## src/rtl/mem_access_axi_pkg.sv

```systemverilog
// Shared codes for the M-stage memory access engine:
// ALU control codes, FSM states and AXI size encodings.
package mem_access_axi_pkg;

  typedef enum logic [2:0] {
    ST_IDLE,
    ST_RD_A,
    ST_RD_D,
    ST_WR,
    ST_WR_B,
    ST_DONE
  } state_t;

  localparam logic [5:0] LB_CONTROL  = 6'h01;
  localparam logic [5:0] LBU_CONTROL = 6'h02;
  localparam logic [5:0] LH_CONTROL  = 6'h03;
  localparam logic [5:0] LHU_CONTROL = 6'h04;
  localparam logic [5:0] LW_CONTROL  = 6'h05;
  localparam logic [5:0] SB_CONTROL  = 6'h06;
  localparam logic [5:0] SH_CONTROL  = 6'h07;
  localparam logic [5:0] SW_CONTROL  = 6'h08;

  localparam logic [2:0] SIZE_B = 3'd0;
  localparam logic [2:0] SIZE_H = 3'd1;
  localparam logic [2:0] SIZE_W = 3'd2;

  function automatic logic is_load(input logic [5:0] op);
    return op inside {LB_CONTROL, LBU_CONTROL,
                      LH_CONTROL, LHU_CONTROL,
                      LW_CONTROL};
  endfunction

  function automatic logic is_store(input logic [5:0] op);
    return op inside {SB_CONTROL, SH_CONTROL,
                      SW_CONTROL};
  endfunction

endpackage

```

## src/rtl/mem_access_axi_lane_fmt.sv

```systemverilog
// Lane formatting: store strobes/replication and
// load lane extract with sign or zero extension.
module mem_lane_fmt
  import mem_access_axi_pkg::*;
(
  input  logic [5:0]  i_op,
  input  logic [1:0]  i_addr,
  input  logic [31:0] i_wdata,
  input  logic [31:0] i_rdata,
  output logic [2:0]  o_size,
  output logic [3:0]  o_wstrb,
  output logic [31:0] o_wdata,
  output logic [31:0] o_rdata
);

  logic [31:0] w_shift;
  logic [7:0]  w_byte;
  logic [15:0] w_half;

  assign w_shift = i_rdata >> {i_addr, 3'b000};
  assign w_byte  = w_shift[7:0];
  assign w_half  = i_addr[1] ? i_rdata[31:16]
                             : i_rdata[15:0];

  always_comb begin
    o_size  = SIZE_W;
    o_wstrb = 4'hF;
    o_wdata = i_wdata;
    o_rdata = i_rdata;
    unique case (1'b1)
      (i_op == LB_CONTROL): begin
        o_size  = SIZE_B;
        o_rdata = {{24{w_byte[7]}}, w_byte};
      end
      (i_op == LBU_CONTROL): begin
        o_size  = SIZE_B;
        o_rdata = {24'h0, w_byte};
      end
      (i_op == LH_CONTROL): begin
        o_size  = SIZE_H;
        o_rdata = {{16{w_half[15]}}, w_half};
      end
      (i_op == LHU_CONTROL): begin
        o_size  = SIZE_H;
        o_rdata = {16'h0, w_half};
      end
      (i_op == SB_CONTROL): begin
        o_size  = SIZE_B;
        o_wstrb = 4'b0001 << i_addr;
        o_wdata = {4{i_wdata[7:0]}};
      end
      (i_op == SH_CONTROL): begin
        o_size  = SIZE_H;
        o_wstrb = i_addr[1] ? 4'b1100 : 4'b0011;
        o_wdata = {2{i_wdata[15:0]}};
      end
      default: ;
    endcase
  end

endmodule

```

## src/rtl/mem_access_axi.sv

```systemverilog
// M-stage data memory engine: one aligned load/store
// per request as a single-beat AXI access, stalling F..M.
module mem_access_axi
  import mem_access_axi_pkg::*;
#(
  parameter bit SIMUL_AW_W = 1'b1
) (
  input  logic        clk,
  input  logic        rst,
  input  logic        mem_req,
  input  logic        addr_err,
  input  logic [5:0]  mem_op,
  input  logic [31:0] mem_addr,
  input  logic [31:0] mem_wdata,
  output logic        mem_stall,
  output logic [31:0] mem_rdata,
  output logic [31:0] araddr,
  output logic [2:0]  arsize,
  output logic        arvalid,
  input  logic        arready,
  input  logic [31:0] rdata,
  input  logic        rvalid,
  output logic        rready,
  output logic [31:0] awaddr,
  output logic [2:0]  awsize,
  output logic        awvalid,
  input  logic        awready,
  output logic [31:0] wdata,
  output logic [3:0]  wstrb,
  output logic        wvalid,
  input  logic        wready,
  input  logic        bvalid,
  output logic        bready
);

  state_t      r_state;
  logic [5:0]  r_op;
  logic [31:0] r_addr;
  logic [31:0] r_wdata;
  logic [31:0] r_rdata;
  logic        r_arvalid;
  logic        r_rready;
  logic        r_awvalid;
  logic        r_wvalid;
  logic        r_bready;
  logic        r_aw_done;
  logic        r_w_done;

  logic        w_accept;
  logic        w_busy;
  logic        w_aw_fin;
  logic        w_w_fin;
  logic [2:0]  w_size;
  logic [3:0]  w_wstrb;
  logic [31:0] w_wdata;
  logic [31:0] w_ext;

  mem_lane_fmt u_fmt (
    .i_op    (r_op),
    .i_addr  (r_addr[1:0]),
    .i_wdata (r_wdata),
    .i_rdata (rdata),
    .o_size  (w_size),
    .o_wstrb (w_wstrb),
    .o_wdata (w_wdata),
    .o_rdata (w_ext)
  );

  assign w_accept = (r_state == ST_IDLE)
                  & mem_req & ~addr_err;
  assign w_busy   = r_state inside {ST_RD_A, ST_RD_D,
                                    ST_WR, ST_WR_B};
  assign mem_stall = w_accept | w_busy;

  // Done flags include a handshake landing this cycle
  assign w_aw_fin = r_aw_done | (r_awvalid & awready);
  assign w_w_fin  = r_w_done | (r_wvalid & wready);

  assign mem_rdata = r_rdata;
  assign araddr    = r_addr;
  assign arsize    = w_size;
  assign arvalid   = r_arvalid;
  assign rready    = r_rready;
  assign awaddr    = r_addr;
  assign awsize    = w_size;
  assign awvalid   = r_awvalid;
  assign wdata     = w_wdata;
  assign wstrb     = w_wstrb;
  assign wvalid    = r_wvalid;
  assign bready    = r_bready;

  always_ff @(posedge clk) begin
    if (rst) begin
      r_state   <= ST_IDLE;
      r_op      <= '0;
      r_addr    <= '0;
      r_wdata   <= '0;
      r_rdata   <= '0;
      r_arvalid <= 1'b0;
      r_rready  <= 1'b0;
      r_awvalid <= 1'b0;
      r_wvalid  <= 1'b0;
      r_bready  <= 1'b0;
      r_aw_done <= 1'b0;
      r_w_done  <= 1'b0;
    end else begin
      unique case (r_state)
        ST_IDLE: begin
          if (w_accept) begin
            r_op      <= mem_op;
            r_addr    <= mem_addr;
            r_wdata   <= mem_wdata;
            r_aw_done <= 1'b0;
            r_w_done  <= 1'b0;
            if (is_load(mem_op)) begin
              r_state   <= ST_RD_A;
              r_arvalid <= 1'b1;
            end else if (is_store(mem_op)) begin
              r_state   <= ST_WR;
              r_awvalid <= 1'b1;
              r_wvalid  <= SIMUL_AW_W;
            end
          end
        end
        ST_RD_A: begin
          if (arready) begin
            r_arvalid <= 1'b0;
            r_rready  <= 1'b1;
            r_state   <= ST_RD_D;
          end
        end
        ST_RD_D: begin
          if (rvalid) begin
            r_rdata  <= w_ext;
            r_rready <= 1'b0;
            r_state  <= ST_DONE;
          end
        end
        ST_WR: begin
          if (r_awvalid && awready) begin
            r_awvalid <= 1'b0;
            r_aw_done <= 1'b1;
          end
          if (r_wvalid && wready) begin
            r_wvalid <= 1'b0;
            r_w_done <= 1'b1;
          end else if (w_aw_fin && !r_w_done
                       && !r_wvalid) begin
            r_wvalid <= 1'b1;
          end
          if (w_aw_fin && w_w_fin) begin
            r_bready <= 1'b1;
            r_state  <= ST_WR_B;
          end
        end
        ST_WR_B: begin
          if (bvalid) begin
            r_bready <= 1'b0;
            r_state  <= ST_DONE;
          end
        end
        ST_DONE: r_state <= ST_IDLE;
        default: r_state <= ST_IDLE;
      endcase
    end
  end

endmodule
```

## config.mk

```make
export PLATFORM = sky130hd
export DESIGN_NAME = mem_access_axi
export DESIGN_NICKNAME = d
export VERILOG_FILES = /design/src/rtl/mem_access_axi_pkg.sv /design/src/rtl/mem_access_axi_lane_fmt.sv /design/src/rtl/mem_access_axi.sv
export SDC_FILE = /design/constraint.sdc
export NUM_CORES = 1
export LEC_CHECK = 0
export ABC_AREA = 1
export CORE_UTILIZATION = 46
export CTS_CLUSTER_SIZE = 8
export DETAILED_ROUTE_END_ITERATION = 6
export PLACE_DENSITY = 0.83
export SYNTH_ARGS = -nofsm -noshare
export SYNTH_HDL_FRONTEND = slang
export SYNTH_SLANG_ARGS = --single-unit
export TNS_END_PERCENT = 100
```

## constraint.sdc

```tcl
create_clock -name clk -period 4.04 [get_ports clk]
set_clock_uncertainty 0.1 [all_clocks]
set_input_delay 0.404 -clock clk [delete_from_list [all_inputs] [get_ports clk]]
set_output_delay 0.404 -clock clk [all_outputs]
set_load 0.005 [all_outputs]
```

# After elaboration in Yosys (flattened, before gate mapping)

Index checks and enable logic that the tools add are counted.

Bits in registers: 112
Logic and storage cells: 116
Output and inout port bits: 144
Input port bits: 111

Reductions and logical operators: 27
Bitwise operators: 8
Muxes and demuxes: 37
Shifts and indexed selects: 2
Eq/ne operators: 30

Operators by type and width:

| kind               | number |
|---|---|
| $pmux 32 s4        | 1 |
| $pmux 32 s2        | 1 |
| $eq 6x3->1 const B | 7 |
| $shr 32x5->8       | 1 |
| $eq 6x2->1 const B | 4 |
| $mux 3             | 7 |
| $mux 1             | 16 |
| $mux 16            | 1 |
| $pmux 3 s5         | 1 |
| $pmux 1 s2         | 7 |
| $eq 6x1->1 const B | 2 |
| $reduce_and 3->1   | 4 |
| $ne 2x1->1 const B | 5 |
| $ne 2x2->1 const B | 5 |
| $reduce_and 5->1   | 2 |
| $pmux 4 s2         | 1 |
| $reduce_bool 2->1  | 4 |
| $eq 3x2->1 const B | 2 |
| $eq 6x4->1 const B | 1 |
| $ne 3x1->1 const B | 2 |
| $reduce_and 6->1   | 1 |
| $reduce_or 3->1    | 2 |
| $logic_and 1x1->1  | 5 |
| $reduce_bool 5->1  | 1 |
| 14 further kinds   | 21 |

# Depth between registers and ports, before layout

Word-level depth: 7
Depth in mapped cells: 11
Gate-level depth less buffers: 10

# Cells and area by module

Synthesis repeated with hierarchy kept, for this count alone.

Cell total of the unflattened synthesis: 902
Area, all modules: 6013.3 µm²

Modules (own cells, without submodules):

| module         | seq. area each (µm²) | area each (µm²) | times used | cells each |
|---|---|---|---|---|
| mem_access_axi | 2242.2               | 4375.4          | 1          | 577 |
| mem_lane_fmt   | 0.0                  | 1637.8          | 1          | 325 |

# Least setup slack after synthesis

No wires, ideal clock.

Path kind: register -> output
Start: register r_op[4]
End: output awsize[1]
Data arrival time: 1.382 ns
Slack: 2.154 ns
Required time: 3.536 ns
Stages on the path, launching flop included: 8
Buffers on the path: 3
Cell sequence: dfxtp_1 -> nor2_4 -> nand3_2 -> nand2_1 -> buf_2 -> buf_4 -> nor2_1 -> buf_4

Cells in the longest elaborated chain, start to end: 3
Elaborated cells between the ends (all ways): 9
Those cells by class: 6 x eq/ne; 1 x mux; 2 x reduce/logical

Ends and longest elaborated chain:

| element                            | RTL line                      | source |
|---|---|---|
| start, declared                    | mem_access_axi.sv:37          | `logic [5:0] r_op;` |
| start signal, assigned             | mem_access_axi.sv:110         | `r_op <= mem_op;` |
| $eq 6x3->1 (tied with other cells) | mem_access_axi_lane_fmt.sv:52 | `(i_op == SH_CONTROL): begin` |
| $reduce_or 3->1 (no line)          | n/a                           |  |
| $pmux 2 s2 (*)                     | mem_access_axi_lane_fmt.sv:30 | `unique case (1'b1)` |
| end, declared                      | mem_access_axi.sv:25          | `output logic [2:0] awsize,` |

Mark *: on every way between the ends. The rest lies on a longest branch, timed or not.

# Worst setup path in the final report

Start: register r_op[4]
End: output wdata[22]

Cells in the longest elaborated chain, start to end: 2
Elaborated cells between the ends (all ways): 3
Those cells by class: 2 x eq/ne; 1 x mux

Ends and longest elaborated chain:

| element                       | RTL line                                                     | source |
|---|---|---|
| $eq 6x3->1 (on tied branches) | mem_access_axi_lane_fmt.sv:52, mem_access_axi_lane_fmt.sv:47 |  |
| $pmux 32 s2 (*)               | mem_access_axi_lane_fmt.sv:30                                |  |
| end, declared                 | mem_access_axi.sv:28                                         | `output logic [31:0] wdata,` |

Marks and branches as above.

==> key figures <==
Global routing
  – GR Overflow Total: 0
  – Total global-route track usage: 26.4%
  – Initial antenna violation count: 0
  – Global-route wire length before repair: 27500 µm
  – Largest net degree at the start of global routing: 100
  – Number of global-route vias before repair: 5500

Hold path
  – Hold_sp: r_w_done
  – Hold path depth: 2
  – Worst hold path type: reg2reg
  – Worst hold endpoint: r_w_done

Logic synthesis
  – Post-synth top area cell: dfxtp_1
  – Cells after synthesis: 861
  – Post-synth top area share: 37.9%
  – Commonest cells in the netlist: 196 x nor2_1, 112 x dfxtp_1, 100 x nand2_1, 98 x o21ai_0, 72 x inv_1
  – Most frequent cell after synthesis: nor2_1
  – Syn avg cell area: 6.87 µm²
  – Synthesized area: 5910 µm²
  – Synth Register Bits: 112
  – Top_reg_cell synth: dfxtp_1
  – Synth top area cells: dfxtp_1 38%, nor2_1 12%, o21ai_0 8.3%
  – Post-synth EDFFs: 0
  – Syn. warnings: 0
  – Register area share after synthesis: 37.9%
  – Ys async rst share: 0%
  – Synth unique cells: 43

Placed design
  – Pre-CTS WS: 1.03 ns
  – Gpl congestion: 0.892
  – PortBufs: 252
  – Half-perimeter wire length after placement: 12600 µm

STA
  – Worst hold slack: 0.366 ns
  – Final period util: 83.6%
  – Crit path time final: 3.38 ns
  – Slew margin rel.: 39.4%
  – Final setup fails: 0
  – Worst-Margin Slew: 0.908 ns
  – Final TNS setup: 0 ns
  – Final Hold Fails: 0
  – F_max: 296 MHz
  – Setup ws final: 0.661 ns
  – Final Max Slew Viols: 0
  – RSZ-0062 raised after global routing: no

CTS
  – TritonCTS Buffers: 9
  – H-tree Lvls: 3
  – Post-CTS setup-driven buffer insertion count: 0
  – Cts repair resizes: 0
  – CTS root buffer: clkbuf_16
  – Post-cts hold buffer count: 0
  – Worst skew pair latency: 0.35 ns
  – CTS tree: yes
  – CTS Buffer Depth: 2
  – Clock sinks: 112
  – Clock slew at reported path FFs: 0.07 ns

Floorplanning
  – Die area: 13300 µm²
  – Site Rows: 41
  – Core Footprint: 12600 µm²
  – Die W: 115 µm
  – Ports: 255
  – Die height: 115 µm
  – Initial core utilization: 47.0%

Critical path
  – Worst endpoint data arrival time: 2.87 ns
  – Critical-path maximum fanout: 29
  – Critical path startpoint category: flop
  – Worst R2R Path Depth: 9
  – FF-to-FF setup slack: 1.49 ns
  – Critical path capture point type: primary output
  – Kind of critical path: reg2out
  – FF-to-FF Start: araddr[1]
  – RR Endpoint: mem_rdata[31]
  – Critical Path RT: 3.54 ns

Job
  – Maxcap violations: 0

Power
  – LEAKAGE: 3.42 nW
  – Maximum vdd ir drop: 0.213 mV
  – PD cells: 450 nW/µm²
  – Pwr Total: 3.80 mW

Finish
  – Layout cell share with drive strength beyond 1: 5.84%
  – Area growth syn-to-layout: 42.9%
  – # diodes: 0
  – Layout Nets: 1150

Drt
  – Routed len/inst: 14.4 µm
  – WL final: 17600 µm
  – Final ANT Viol Nets: 0
  – DR vias: 6110
  – DRT Pass-1 Iters: 6
  – Vias per cell: 5.02
  – Initial drt markers: 490
  – Number of remaining DRC errors: 0

Status
  – Status: complete, no violations
-- flip-flops by register name, indices dropped and copies added, names as in the netlist, 3 cells and up --
signal / cells
r_wdata: 32
araddr: 32
r_op: 6
mem_rdata: 32
r_state: 3
-- how the worst max path moves through the flow --
stage,start,endpoint,depth (start not counted)
floorplan,r_op[4],awsize[1],7
global placement,r_op[4],wdata[18],6
detailed placement,r_op[4],wdata[22],6
CTS,r_op[4],wdata[22],6
global route,r_op[1],wdata[22],7
finish,r_op[4],wdata[22],6
-- metrics by stage --
stage / instances / cell area (µm²) / util [%]
3_5_place_dp: 1200 / 8110 / 64.5
5_1_grt: 1216 / 8450 / 67.2
2_1_floorplan: 862 / 5920 / -
6_report: 1216 / 8450 / 67.2
4_1_cts: 1216 / 8450 / 67.2
3_3_place_gp: 1200 / 8110 / 64.5
-- per-layer routing --
layer	global-route usage, %	share of wire (%)	vias to the layer above
met3	4.69	7.0	36
li1	-	-	3068
met5	0	0	-
met4	12.4	3.2	0
met2	44.0	47	261
met1	33.3	43	2745
-- layout by cell type (no fill, tap or decap), types with 2 or more instances in the layout --
master and count:
clkdlybuf4s50_1 252, nor2_1 196, dfxtp_1 112, nand2_1 100, o21ai_0 98, inv_1 71, a21oi_1 67, o21ai_1 38
nand3_1 25, clkbuf_16 9, o22ai_1 8, nand3_2 5, nand3_4 5, inv_2 5, nor2_2 4, buf_4 4
nand2_4 3, nand2_2 3, nor3_4 3, nand4_1 3, bufinv_16 3, nor2_4 2, inv_6 2, clkinv_1 2
inv_4 2, a21o_1 2, a21oi_2 2, a22oi_2 2, conb_1 2, clkinvlp_4 2
-- kinds of logic after synthesis --
family                 Yosys count  share of synthesized area (%)
AND/OR/NAND/NOR                354                           26.9
AO/OA/AOI/OAI                  221                           19.5
buffers and inverters          172                           15.4
flip-flops                     112                           37.9
multiplexers                     1                          0.169
other                            1                         0.0634
-- area by class of cell --
type | count | area (µm²)
fillers | 1093 | 4120
inverters | 81 | 314
clock inverters | 7 | 119
repair buffers | 257 | 2570
well taps | 172 | 215
flip-flops and latches | 112 | 2240
multi-input cells | 578 | 2760
clock buffers | 9 | 225
-- power by group --
part           total (mW)  internal (mW)  switching (mW)
logic                1.38          0.691           0.689
clock network        1.03          0.608           0.421
registers            1.39           1.27           0.124
total                3.80           2.57            1.23
-- critical path, cell delays in order (launching register included) --
cell and delay, ns:
dfxtp_1 0.34, nor2_4 0.30, nand3_2 0.35, nand2_1 0.73, nor2_1 0.10, a21oi_1 0.16, clkdlybuf4s50_1 0.54
No activity file was read; power rests on OpenSTA's default activity.
